===== src/rtl/uart_tx_if.sv =====
// Byte-side handshake and serial line of the UART transmitter.
// The system side uses the master modport; the transmitter uses the slave modport.
interface uart_tx_if #(
   parameter int DATA_WIDTH = 8
);
   logic [DATA_WIDTH-1:0] P_DATA;
   logic                  Data_Valid;
   logic                  PAR_EN;
   logic                  PAR_TYP;
   logic                  TX_OUT;
   logic                  Busy;

   modport master (
      output P_DATA,
      output Data_Valid,
      output PAR_EN,
      output PAR_TYP,
      input  TX_OUT,
      input  Busy
   );

   modport slave (
      input  P_DATA,
      input  Data_Valid,
      input  PAR_EN,
      input  PAR_TYP,
      output TX_OUT,
      output Busy
   );
endinterface


===== src/rtl/uart_tx.sv =====
// UART transmitter: start bit, DATA_WIDTH data bits LSB first, optional parity bit, stop bit.
// Each bit lasts PRESCALE clocks. Define UART_TX_PARITY_EN to build the parity bit logic.
//
// state  | meaning
// IDLE   | line high, Busy low, waiting for Data_Valid
// START  | driving the start bit (0)
// DATA   | driving data bit bit_cnt, LSB first
// PARITY | driving the parity bit (only when UART_TX_PARITY_EN is defined)
// STOP   | driving the stop bit (1); leaving it ends the frame
module uart_tx #(
   parameter int DATA_WIDTH = 8,
   parameter int PRESCALE   = 8
) (
   input  logic     clk,
   input  logic     rst,
   uart_tx_if.slave bus
);

   localparam int                EW        = $clog2(PRESCALE);
   localparam logic [EW-1:0]     EDGE_LAST = EW'(PRESCALE - 1);
   localparam logic [2:0]        BIT_LAST  = 3'(DATA_WIDTH - 1);

`ifdef UART_TX_PARITY_EN
   typedef enum logic [2:0] {
      IDLE   = 3'd0,
      START  = 3'd1,
      DATA   = 3'd2,
      PARITY = 3'd3,
      STOP   = 3'd4
   } state_t;
`else
   typedef enum logic [2:0] {
      IDLE   = 3'd0,
      START  = 3'd1,
      DATA   = 3'd2,
      STOP   = 3'd4
   } state_t;
`endif

   state_t                state;
   logic [EW-1:0]         edge_cnt;
   logic [2:0]            bit_cnt;
   logic [DATA_WIDTH-1:0] data_sr;
   logic                  tx_q;
   logic                  busy_q;
   logic                  edge_last;

`ifdef UART_TX_PARITY_EN
   logic                  par_en_q;
   logic                  par_bit_q;
`else
   logic                  unused_par;
   assign unused_par = bus.PAR_EN ^ bus.PAR_TYP;
`endif

   assign edge_last  = (edge_cnt == EDGE_LAST);
   assign bus.TX_OUT = tx_q;
   assign bus.Busy   = busy_q;

   always_ff @(posedge clk) begin
      if (rst) begin
         state     <= IDLE;
         edge_cnt  <= '0;
         bit_cnt   <= '0;
         data_sr   <= '0;
         tx_q      <= 1'b1;
         busy_q    <= 1'b0;
`ifdef UART_TX_PARITY_EN
         par_en_q  <= 1'b0;
         par_bit_q <= 1'b0;
`endif
      end else begin
         case (state)
            IDLE: begin
               tx_q     <= 1'b1;
               busy_q   <= 1'b0;
               edge_cnt <= '0;
               bit_cnt  <= '0;
               if (bus.Data_Valid) begin
                  // The shift register doubles as the frame's latched copy of P_DATA.
                  data_sr   <= bus.P_DATA;
`ifdef UART_TX_PARITY_EN
                  par_en_q  <= bus.PAR_EN;
                  par_bit_q <= (^bus.P_DATA) ^ bus.PAR_TYP;
`endif
                  tx_q      <= 1'b0;
                  busy_q    <= 1'b1;
                  state     <= START;
               end
            end

            START: begin
               if (edge_last) begin
                  edge_cnt <= '0;
                  bit_cnt  <= '0;
                  tx_q     <= data_sr[0];
                  data_sr  <= data_sr >> 1;
                  state    <= DATA;
               end else begin
                  edge_cnt <= edge_cnt + 1'b1;
               end
            end

            DATA: begin
               if (edge_last) begin
                  edge_cnt <= '0;
                  if (bit_cnt == BIT_LAST) begin
`ifdef UART_TX_PARITY_EN
                     if (par_en_q) begin
                        tx_q  <= par_bit_q;
                        state <= PARITY;
                     end else begin
                        tx_q  <= 1'b1;
                        state <= STOP;
                     end
`else
                     tx_q  <= 1'b1;
                     state <= STOP;
`endif
                  end else begin
                     bit_cnt <= bit_cnt + 3'd1;
                     tx_q    <= data_sr[0];
                     data_sr <= data_sr >> 1;
                  end
               end else begin
                  edge_cnt <= edge_cnt + 1'b1;
               end
            end

`ifdef UART_TX_PARITY_EN
            PARITY: begin
               if (edge_last) begin
                  edge_cnt <= '0;
                  tx_q     <= 1'b1;
                  state    <= STOP;
               end else begin
                  edge_cnt <= edge_cnt + 1'b1;
               end
            end
`endif

            STOP: begin
               if (edge_last) begin
                  edge_cnt <= '0;
                  tx_q     <= 1'b1;
                  busy_q   <= 1'b0;
                  state    <= IDLE;
               end else begin
                  edge_cnt <= edge_cnt + 1'b1;
               end
            end

            default: begin
               edge_cnt <= '0;
               bit_cnt  <= '0;
               tx_q     <= 1'b1;
               busy_q   <= 1'b0;
               state    <= IDLE;
            end
         endcase
      end
   end

endmodule


===== src/flat_wrapper.sv =====
// flat-port wrapper written by rule: the top's interface ports become plain ports
module uart_tx_flat 
#(
   parameter int DATA_WIDTH = 8,
   parameter int PRESCALE   = 8
)
  (clk, rst, bus_P_DATA, bus_Data_Valid, bus_PAR_EN, bus_PAR_TYP, bus_TX_OUT, bus_Busy);
  uart_tx_if #(.DATA_WIDTH(DATA_WIDTH)) bus_i ();
  input  logic clk;
  input  logic rst;
  input wire logic [$bits(bus_i.P_DATA)-1:0] bus_P_DATA;
  input wire logic [$bits(bus_i.Data_Valid)-1:0] bus_Data_Valid;
  input wire logic [$bits(bus_i.PAR_EN)-1:0] bus_PAR_EN;
  input wire logic [$bits(bus_i.PAR_TYP)-1:0] bus_PAR_TYP;
  output wire logic [$bits(bus_i.TX_OUT)-1:0] bus_TX_OUT;
  output wire logic [$bits(bus_i.Busy)-1:0] bus_Busy;
  assign bus_i.P_DATA = bus_P_DATA;
  assign bus_i.Data_Valid = bus_Data_Valid;
  assign bus_i.PAR_EN = bus_PAR_EN;
  assign bus_i.PAR_TYP = bus_PAR_TYP;
  assign bus_TX_OUT = bus_i.TX_OUT;
  assign bus_Busy = bus_i.Busy;
  uart_tx #(.DATA_WIDTH(DATA_WIDTH), .PRESCALE(PRESCALE)) u_core (.clk(clk), .rst(rst), .bus(bus_i));
endmodule

===== config.mk =====
export PLATFORM = sky130hd
export DESIGN_NAME = uart_tx_flat
export DESIGN_NICKNAME = d
export VERILOG_FILES = /design/src/rtl/uart_tx_if.sv /design/src/rtl/uart_tx.sv /design/src/flat_wrapper.sv
export SDC_FILE = /design/constraint.sdc
export NUM_CORES = 1
export LEC_CHECK = 0
export BUFFER_PORTS_ARGS = -buffer_cell sky130_fd_sc_hd__buf_4
export CAP_MARGIN = 20
export CORE_MARGIN = 2
export CORE_UTILIZATION = 55
export DETAILED_ROUTE_END_ITERATION = 6
export HOLD_SLACK_MARGIN = 0.1
export PLACE_DENSITY_LB_ADDON = 0.15
export SLEW_MARGIN = 20
export SYNTH_ARGS = -nofsm -noshare
export SYNTH_HDL_FRONTEND = slang
export SYNTH_SLANG_ARGS = --single-unit

===== constraint.sdc =====
create_clock -name clk -period 3.6 [get_ports clk]
set_input_delay 0 -clock clk [delete_from_list [all_inputs] [get_ports clk]]
set_output_delay 0 -clock clk [all_outputs]
set_load 0.1 [all_outputs]

==> impl_metrics.json, run 1 <==
{
  "status": "finished clean",
  "synth-seq-cells": 19,
  "cts.root.buffer_cell": "clkbuf_4",
  "cp_slowest_stage_delay_ns": 0.56,
  "num_rows": 15,
  "grt_max_degree": 19,
  "cts_tree": "yes",
  "tightest_slew_ns": 0.603,
  "crit_arrival_ns": 2.68,
  "r2r-start": "u_core.edge_cnt[0]$_SDFF_PP0_",
  "syn_nets": 117,
  "synth_top_family_by_area": "simple AND/OR/NAND/NOR gates",
  "grt_pass1_wl_um": 2950,
  "drt_iter0_markers": 9,
  "worstSetupPathType": "reg2reg",
  "routedWlPerCell_um": 12.6,
  "fin_tns_setup_ns": 0,
  "synth_edf_count": 0,
  "crit_family": "compound AO/OA/AOI/OAI gates",
  "rsz0062_at_grt": "false",
  "wl_met2_um": 813,
  "wl_um": 1700,
  "layout-drive-gt1-share": 0.186,
  "antenna_found_initial": 0,
  "postLayoutCoreUtil": 0.681,
  "setup_viol": 0,
  "cp_slowest_cell": "dlygate4sd3_1",
  "io_buffers": 12,
  "die_x_um": 46.0,
  "cp.depth": 7,
  "critPathCaptureType": "register",
  "yosysTopAreaCell": "dfxtp_1",
  "firstDrtPassIters": 4,
  "crit_chain": "ha_1 -> ha_1 -> nand4bb_1 -> a31oi_4 -> nor2_1 -> a211oi_2 -> dlygate4sd3_1",
  "wl_met3_um": 50,
  "synth_fa_ha_area_frac": 0.0515,
  "hold_path_end": "u_core.state[0]$_SDFFE_PP0P_",
  "cts_max_path_buffers": 2,
  "drcViolationCount": 0,
  "fmax_mhz": 410,
  "yosys_warnings": 0,
  "dp_hpwl_um": 1190,
  "syn_area_per_cell_sq_um": 9.71,
  "synthTopCellsByCount": "19 x dfxtp_1, 10 x nor2_1, 8 x mux2i_1, 7 x a211oi_1, 6 x nand2b_1",
  "hold_start": "bus_Data_Valid",
  "cts_buffers": 3,
  "final_antenna_net_count": 0,
  "syn_to_final_growth_pct": 18.4,
  "start_util": 0.575,
  "num-nets-final": 136,
  "cp_data_required_time_ns": 3.84,
  "slew_headroom": 0.596,
  "synthXorXnorAreaFrac": 0.0168,
  "yosysMostFrequentCell": "dfxtp_1",
  "p_per_area_nw_per_um2": 351,
  "hold_path_class": "in2reg",
  "grt_pass1_vias": 704,
  "path_clk_slew_ns": 0.10,
  "synth_mux_area_frac": 0.0825,
  "hold_path_depth": 3,
  "synth.top_cell.area_share": 0.392,
  "reg2regPathDepth": 7,
  "r2r_slack_ns": 1.16,
  "r2r_end": "u_core.data_sr[5]$_SDFFE_PP0P_",
  "startpoint_type": "register",
  "fill_cells": 147,
  "highest_layer": "met4",
  "crit_fanout": 16,
  "vias": 761,
  "min_period_over_period": 0.678,
  "maxCapViolCount": 0,
  "core_area_sq_um": 1690,
  "syn_inst": 100,
  "clock-sinks": 19,
  "post-route-min-period_ns": 2.44,
  "vias_per_cell": 5.64,
  "place.gp.congestion": 0.684,
  "slew_violations": 0,
  "vdd_drop_max_v": 0.000226,
  "synth-simple-area-share": 0.215,
  "path_common_cell": "ha_1",
  "die_area_sq_um": 2120,
  "hold_viol": 0,
  "die-height_um": 46.0,
  "wl_met1_um": 792,
  "grt-ovfl-total": 0,
  "diodes": 0,
  "synth_cell_types": 33,
  "grt_use_total": 0.195,
  "ys_top_cells_by_area": "dfxtp_1 39%, mux2i_1 8.2%, a211oi_1 5.4%, ha_1 5.2%, nand2b_1 3.9%",
  "synth_compound_area_frac": 0.184,
  "h-tree-depth": 1,
  "yosysSeqAreaShare": 0.392,
  "p_leak_nw": 0.483,
  "async_reset_ff_frac": 0,
  "io_pins": 15,
  "postCtsSetupBuffers": 0,
  "crit_buf_inv": 1,
  "clkLatencyLatePin_ns": 0.29,
  "netlist_area_sq_um": 971,
  "synth-main-ff-cell": "dfxtp_1",
  "skew_ns": 0.00713
}
-- power breakdown --
| group | total [mW] | internal, mW | switching (mW) | leakage, nW |
|---|---|---|---|---|
| sequential | 0.228 | 0.221 | 0.00742 | 0.156 |
| combinational | 0.0738 | 0.0357 | 0.0381 | 0.312 |
| clock | 0.102 | 0.0430 | 0.0589 | 0.0150 |
| total | 0.404 | 0.299 | 0.104 | 0.483 |
-- worst register-to-register path: cells and delay by family, from the launching register on --
family	cells	cell delay, ns
buffers and inverters	1	0.56
adder cells (fa/ha/maj)	2	0.52
AO/OA/AOI/OAI	2	0.64
flip-flops	1	0.35
AND/OR/NAND/NOR	2	0.32
-- flip-flops by register name (all words and copies together), names as in the netlist --
register	count
u_core.bit_cnt	3
u_core.bus.Busy	1
u_core.bus.TX_OUT	1
u_core.data_sr	8
u_core.edge_cnt	3
u_core.state	3
-- kinds of logic after synthesis --
group,after synthesis
XOR/XNOR,1
flip-flops,19
AND/OR/NAND/NOR,37
buffers and inverters,9
adder cells (fa/ha/maj),4
multiplexers,8
AO/OA/AOI/OAI,22
-- stage by stage --
stage | setup WS [ns] | instances | hold WS (ns) | instance area (sq um) | power, mW
after CTS | 1.18 | 135 | 0.101 | 1150 | 0.411
after floorplan | 1.92 | 100 | 0.240 | 971 | 0.284
after global placement | 1.75 | 122 | 0.314 | 1030 | 0.297
after global routing | 0.993 | 135 | 0.108 | 1150 | 0.429
final | 1.16 | 135 | 0.113 | 1150 | 0.404
after detailed placement | 1.73 | 122 | 0.321 | 1030 | 0.299
-- how the worst max path moves through the flow --
stage | from | to | slack (ns)
2_1_floorplan | u_core.edge_cnt[0]$_SDFF_PP0_ | u_core.data_sr[5]$_SDFFE_PP0P_ | 1.92
3_3_place_gp | u_core.edge_cnt[0]$_SDFF_PP0_ | u_core.data_sr[5]$_SDFFE_PP0P_ | 1.75
5_1_grt | u_core.edge_cnt[0]$_SDFF_PP0_ | u_core.data_sr[5]$_SDFFE_PP0P_ | 0.99
3_5_place_dp | u_core.edge_cnt[0]$_SDFF_PP0_ | u_core.data_sr[0]$_SDFFE_PP0P_ | 1.73
4_1_cts | u_core.edge_cnt[0]$_SDFF_PP0_ | u_core.data_sr[5]$_SDFFE_PP0P_ | 1.18
6_report | u_core.edge_cnt[0]$_SDFF_PP0_ | u_core.data_sr[5]$_SDFFE_PP0P_ | 1.16
-- timing repair --
item	in CTS	in global routing
hold buffers	9	0
gates resized for setup	0	0
endpoints found under the hold margin	12	0
-- layout make-up --
| cell class | count | area, sq um | share of cell area |
|---|---|---|---|
| timing repair buffer | 21 | 180 | 0.157 |
| multi-input combinational | 72 | 534 | 0.465 |
| inverter | 2 | 7.51 | 0.00653 |
| clock buffer | 4 | 26.3 | 0.0229 |
| sequential | 19 | 380 | 0.331 |
| tap | 17 | 21.3 | 0.0185 |
-- metal layers --
metal  GRT usage  vias to the layer above
met4       0.103                        0
met2       0.319                       15
met3      0.0357                        4
li1            -                      392
met5           0                        -
met1       0.238                      350
-- layout by cell type (no fill, tap or decap) --
| cell | netlist | final |
|---|---|---|
| nand3b_1 | 2 | 2 |
| a2111oi_0 | 1 | 1 |
| dlygate4sd3_1 | 0 | 9 |
| and3_1 | 1 | 1 |
| or3b_2 | 1 | 1 |
| nand4bb_1 | 1 | 1 |
| a211oi_1 | 7 | 7 |
| mux2i_1 | 8 | 8 |
| nand2_1 | 4 | 4 |
| a32oi_1 | 1 | 1 |
| buf_4 | 0 | 12 |
| and2_1 | 2 | 2 |
| o21bai_1 | 1 | 1 |
| nand2b_1 | 6 | 6 |
| clkbuf_4 | 0 | 3 |
| nor2b_1 | 4 | 4 |
| nor2_1 | 10 | 10 |
| nor3b_1 | 1 | 1 |
| o21ai_0 | 2 | 2 |
| o22a_1 | 1 | 1 |
| clkbuf_1 | 3 | 1 |
| o22ai_1 | 2 | 2 |
| xnor2_2 | 1 | 1 |
| dfxtp_1 | 19 | 19 |
| a31oi_4 | 1 | 1 |
| nor3_1 | 3 | 3 |
| a21o_1 | 1 | 1 |
| a21oi_1 | 2 | 2 |
| inv_1 | 2 | 2 |
| or3b_4 | 1 | 1 |
| a211oi_2 | 2 | 2 |
| ha_1 | 4 | 4 |
| a31oi_1 | 1 | 1 |
| or2_2 | 1 | 1 |
Note: power is estimated with default switching activity, not from simulation.
==> inputs of run 2 (changes only) <==
CORE_UTILIZATION = 54   (was 55)
clock period = 2.5 ns   (was 3.6 ns; I/O delays follow)
==> run 2 against run 1 <==
  * Die area increased by 1.7%
  * Routed wire length grew 3.5%
  * Sequential power increased by 44%
  * Register-to-register slack lost 0.92 ns
  * Critical path type unchanged
  * Hold slack better by 0.33 ns
  * Clock power is 52% higher
  * Worst setup slack worse by 0.92 ns
  * Critical path depth unchanged
  * Utilization is 1.7 points higher
  * Final cell count increased by 8.9%
==> impl_metrics.json, run 2 (synthesis results as in run 1) <==
{
  "status": "finished clean",
  "use_met1": 0.238,
  "die-height_um": 46.4,
  "die_x_um": 46.4,
  "cts_max_path_buffers": 2,
  "grt_max_degree": 19,
  "hold_path_class": "reg2reg",
  "worstSetupPathType": "reg2reg",
  "h-tree-depth": 1,
  "crit_arrival_ns": 2.50,
  "dp_hpwl_um": 1120,
  "path_clk_slew_ns": 0.10,
  "r2r_slack_ns": 0.24,
  "p_leak_nw": 0.502,
  "final_common_cell": "dfxtp_1",
  "vias_per_cell": 5.22,
  "slew_violations": 0,
  "routedWlPerCell_um": 11.9,
  "maxCapViolCount": 0,
  "drcViolationCount": 0,
  "layout-drive-gt1-share": 0.205,
  "cts_buffers": 3,
  "r2r-start": "u_core.edge_cnt[0]$_SDFF_PP0_",
  "mostFrequentLayoutCells": "19 x dfxtp_1, 15 x buf_4, 10 x nor2_1, 10 x dlygate4sd3_1, 8 x mux2i_1",
  "die_area_sq_um": 2150,
  "core_area_sq_um": 1710,
  "holdWs_ns": 0.447,
  "hold_viol": 0,
  "grt-ovfl-total": 0,
  "num-nets-final": 140,
  "crit_fanout": 11,
  "skew_ns": 0.00632,
  "antenna_found_initial": 0,
  "vdd_drop_max_v": 0.000334,
  "grt_pass1_vias": 749,
  "firstDrtPassIters": 4,
  "largest_register_ffs": 8,
  "cp_data_required_time_ns": 2.74,
  "num_rows": 15,
  "hold_start": "u_core.edge_cnt[0]$_SDFF_PP0_",
  "ctsResizeCount": 0,
  "use_met3": 0.0353,
  "min_period_over_period": 0.904,
  "final_antenna_net_count": 0,
  "cts_tree": "yes",
  "grt_use_total": 0.199,
  "clock-sinks": 19,
  "stdcell_count": 147,
  "tightest_slew_ns": 0.631,
  "startpoint_type": "register",
  "rsz0062_at_grt": "false",
  "cp-startpoint": "u_core.edge_cnt[0]$_SDFF_PP0_",
  "diodes": 0,
  "fin_tns_setup_ns": 0,
  "fill_cells": 133,
  "cts.root.buffer_cell": "clkbuf_4",
  "drt_iter0_markers": 8,
  "grt_pass1_wl_um": 3060,
  "post-route-min-period_ns": 2.26,
  "io_buffers": 12,
  "place.gp.congestion": 0.669,
  "grt.busiest_layer": "met2",
  "io_pins": 15,
  "regMostFlops": "u_core.data_sr",
  "setup_viol": 0,
  "vias": 767,
  "placed_cells": 130,
  "start_util": 0.568,
  "syn_to_final_growth_pct": 22.8,
  "use_met2": 0.342,
  "wl_um": 1760,
  "p_per_area_nw_per_um2": 499,
  "critPathCaptureType": "register",
  "slew_headroom": 0.578,
  "fmax_mhz": 443,
  "clkLatencyLatePin_ns": 0.29
}
[run 2: timing repair]
item,in CTS,in global routing
buffers inserted,0,3
endpoints found under the setup margin,0,1
hold endpoints to repair,12,0
hold buffers,10,0
[run 2: cell type report]
type	instances	area, sq um	share of cell area
Tap cell	25	31.3	0.0262
Clock buffer	4	26.3	0.0220
Inverter	2	7.51	0.00630
Timing Repair Buffer	25	213	0.178
Multi-Input combinational cell	72	534	0.448
Sequential cell	19	380	0.319
[run 2: metal layers]
layer / vias up / wire [um]
met5: - / 0
met4: 0 / 21
met3: 4 / 35
met2: 12 / 894
met1: 348 / 804
li1: 403 / -
[run 2: where the power goes]
| part | switching, mW | internal [mW] | leakage (nW) |
|---|---|---|---|
| logic | 0.0554 | 0.0558 | 0.331 |
| clock network | 0.0929 | 0.0620 | 0.0150 |
| registers | 0.0109 | 0.318 | 0.156 |
[run 2: worst max-delay path: stages (launching register included)]
cell	delay, ns
dfxtp_1	0.36
ha_1	0.15
ha_1	0.36
nand3b_1	0.21
a31oi_4	0.30
nor2_1	0.08
a211oi_2	0.18
dlygate4sd3_1	0.56
[run 2: worst paths after layout]
path                                         end  cells past startpoint
hold / removal     u_core.edge_cnt[0]$_SDFF_PP0_                      1
setup / recovery  u_core.data_sr[5]$_SDFFE_PP0P_                      7
hold reg to reg    u_core.edge_cnt[0]$_SDFF_PP0_                      1
setup reg to reg  u_core.data_sr[5]$_SDFFE_PP0P_                      7
[run 2: stage by stage]
step	total power [mW]	util	area, sq um	worst slack, ns
final	0.595	0.698	1190	0.241
after CTS	0.598	0.685	1170	0.0522
after global routing	0.628	0.698	1190	0.0958
after global placement	0.427	0.611	1040	0.663
after detailed placement	0.430	0.611	1040	0.608
after floorplan	0.409	-	971	0.820
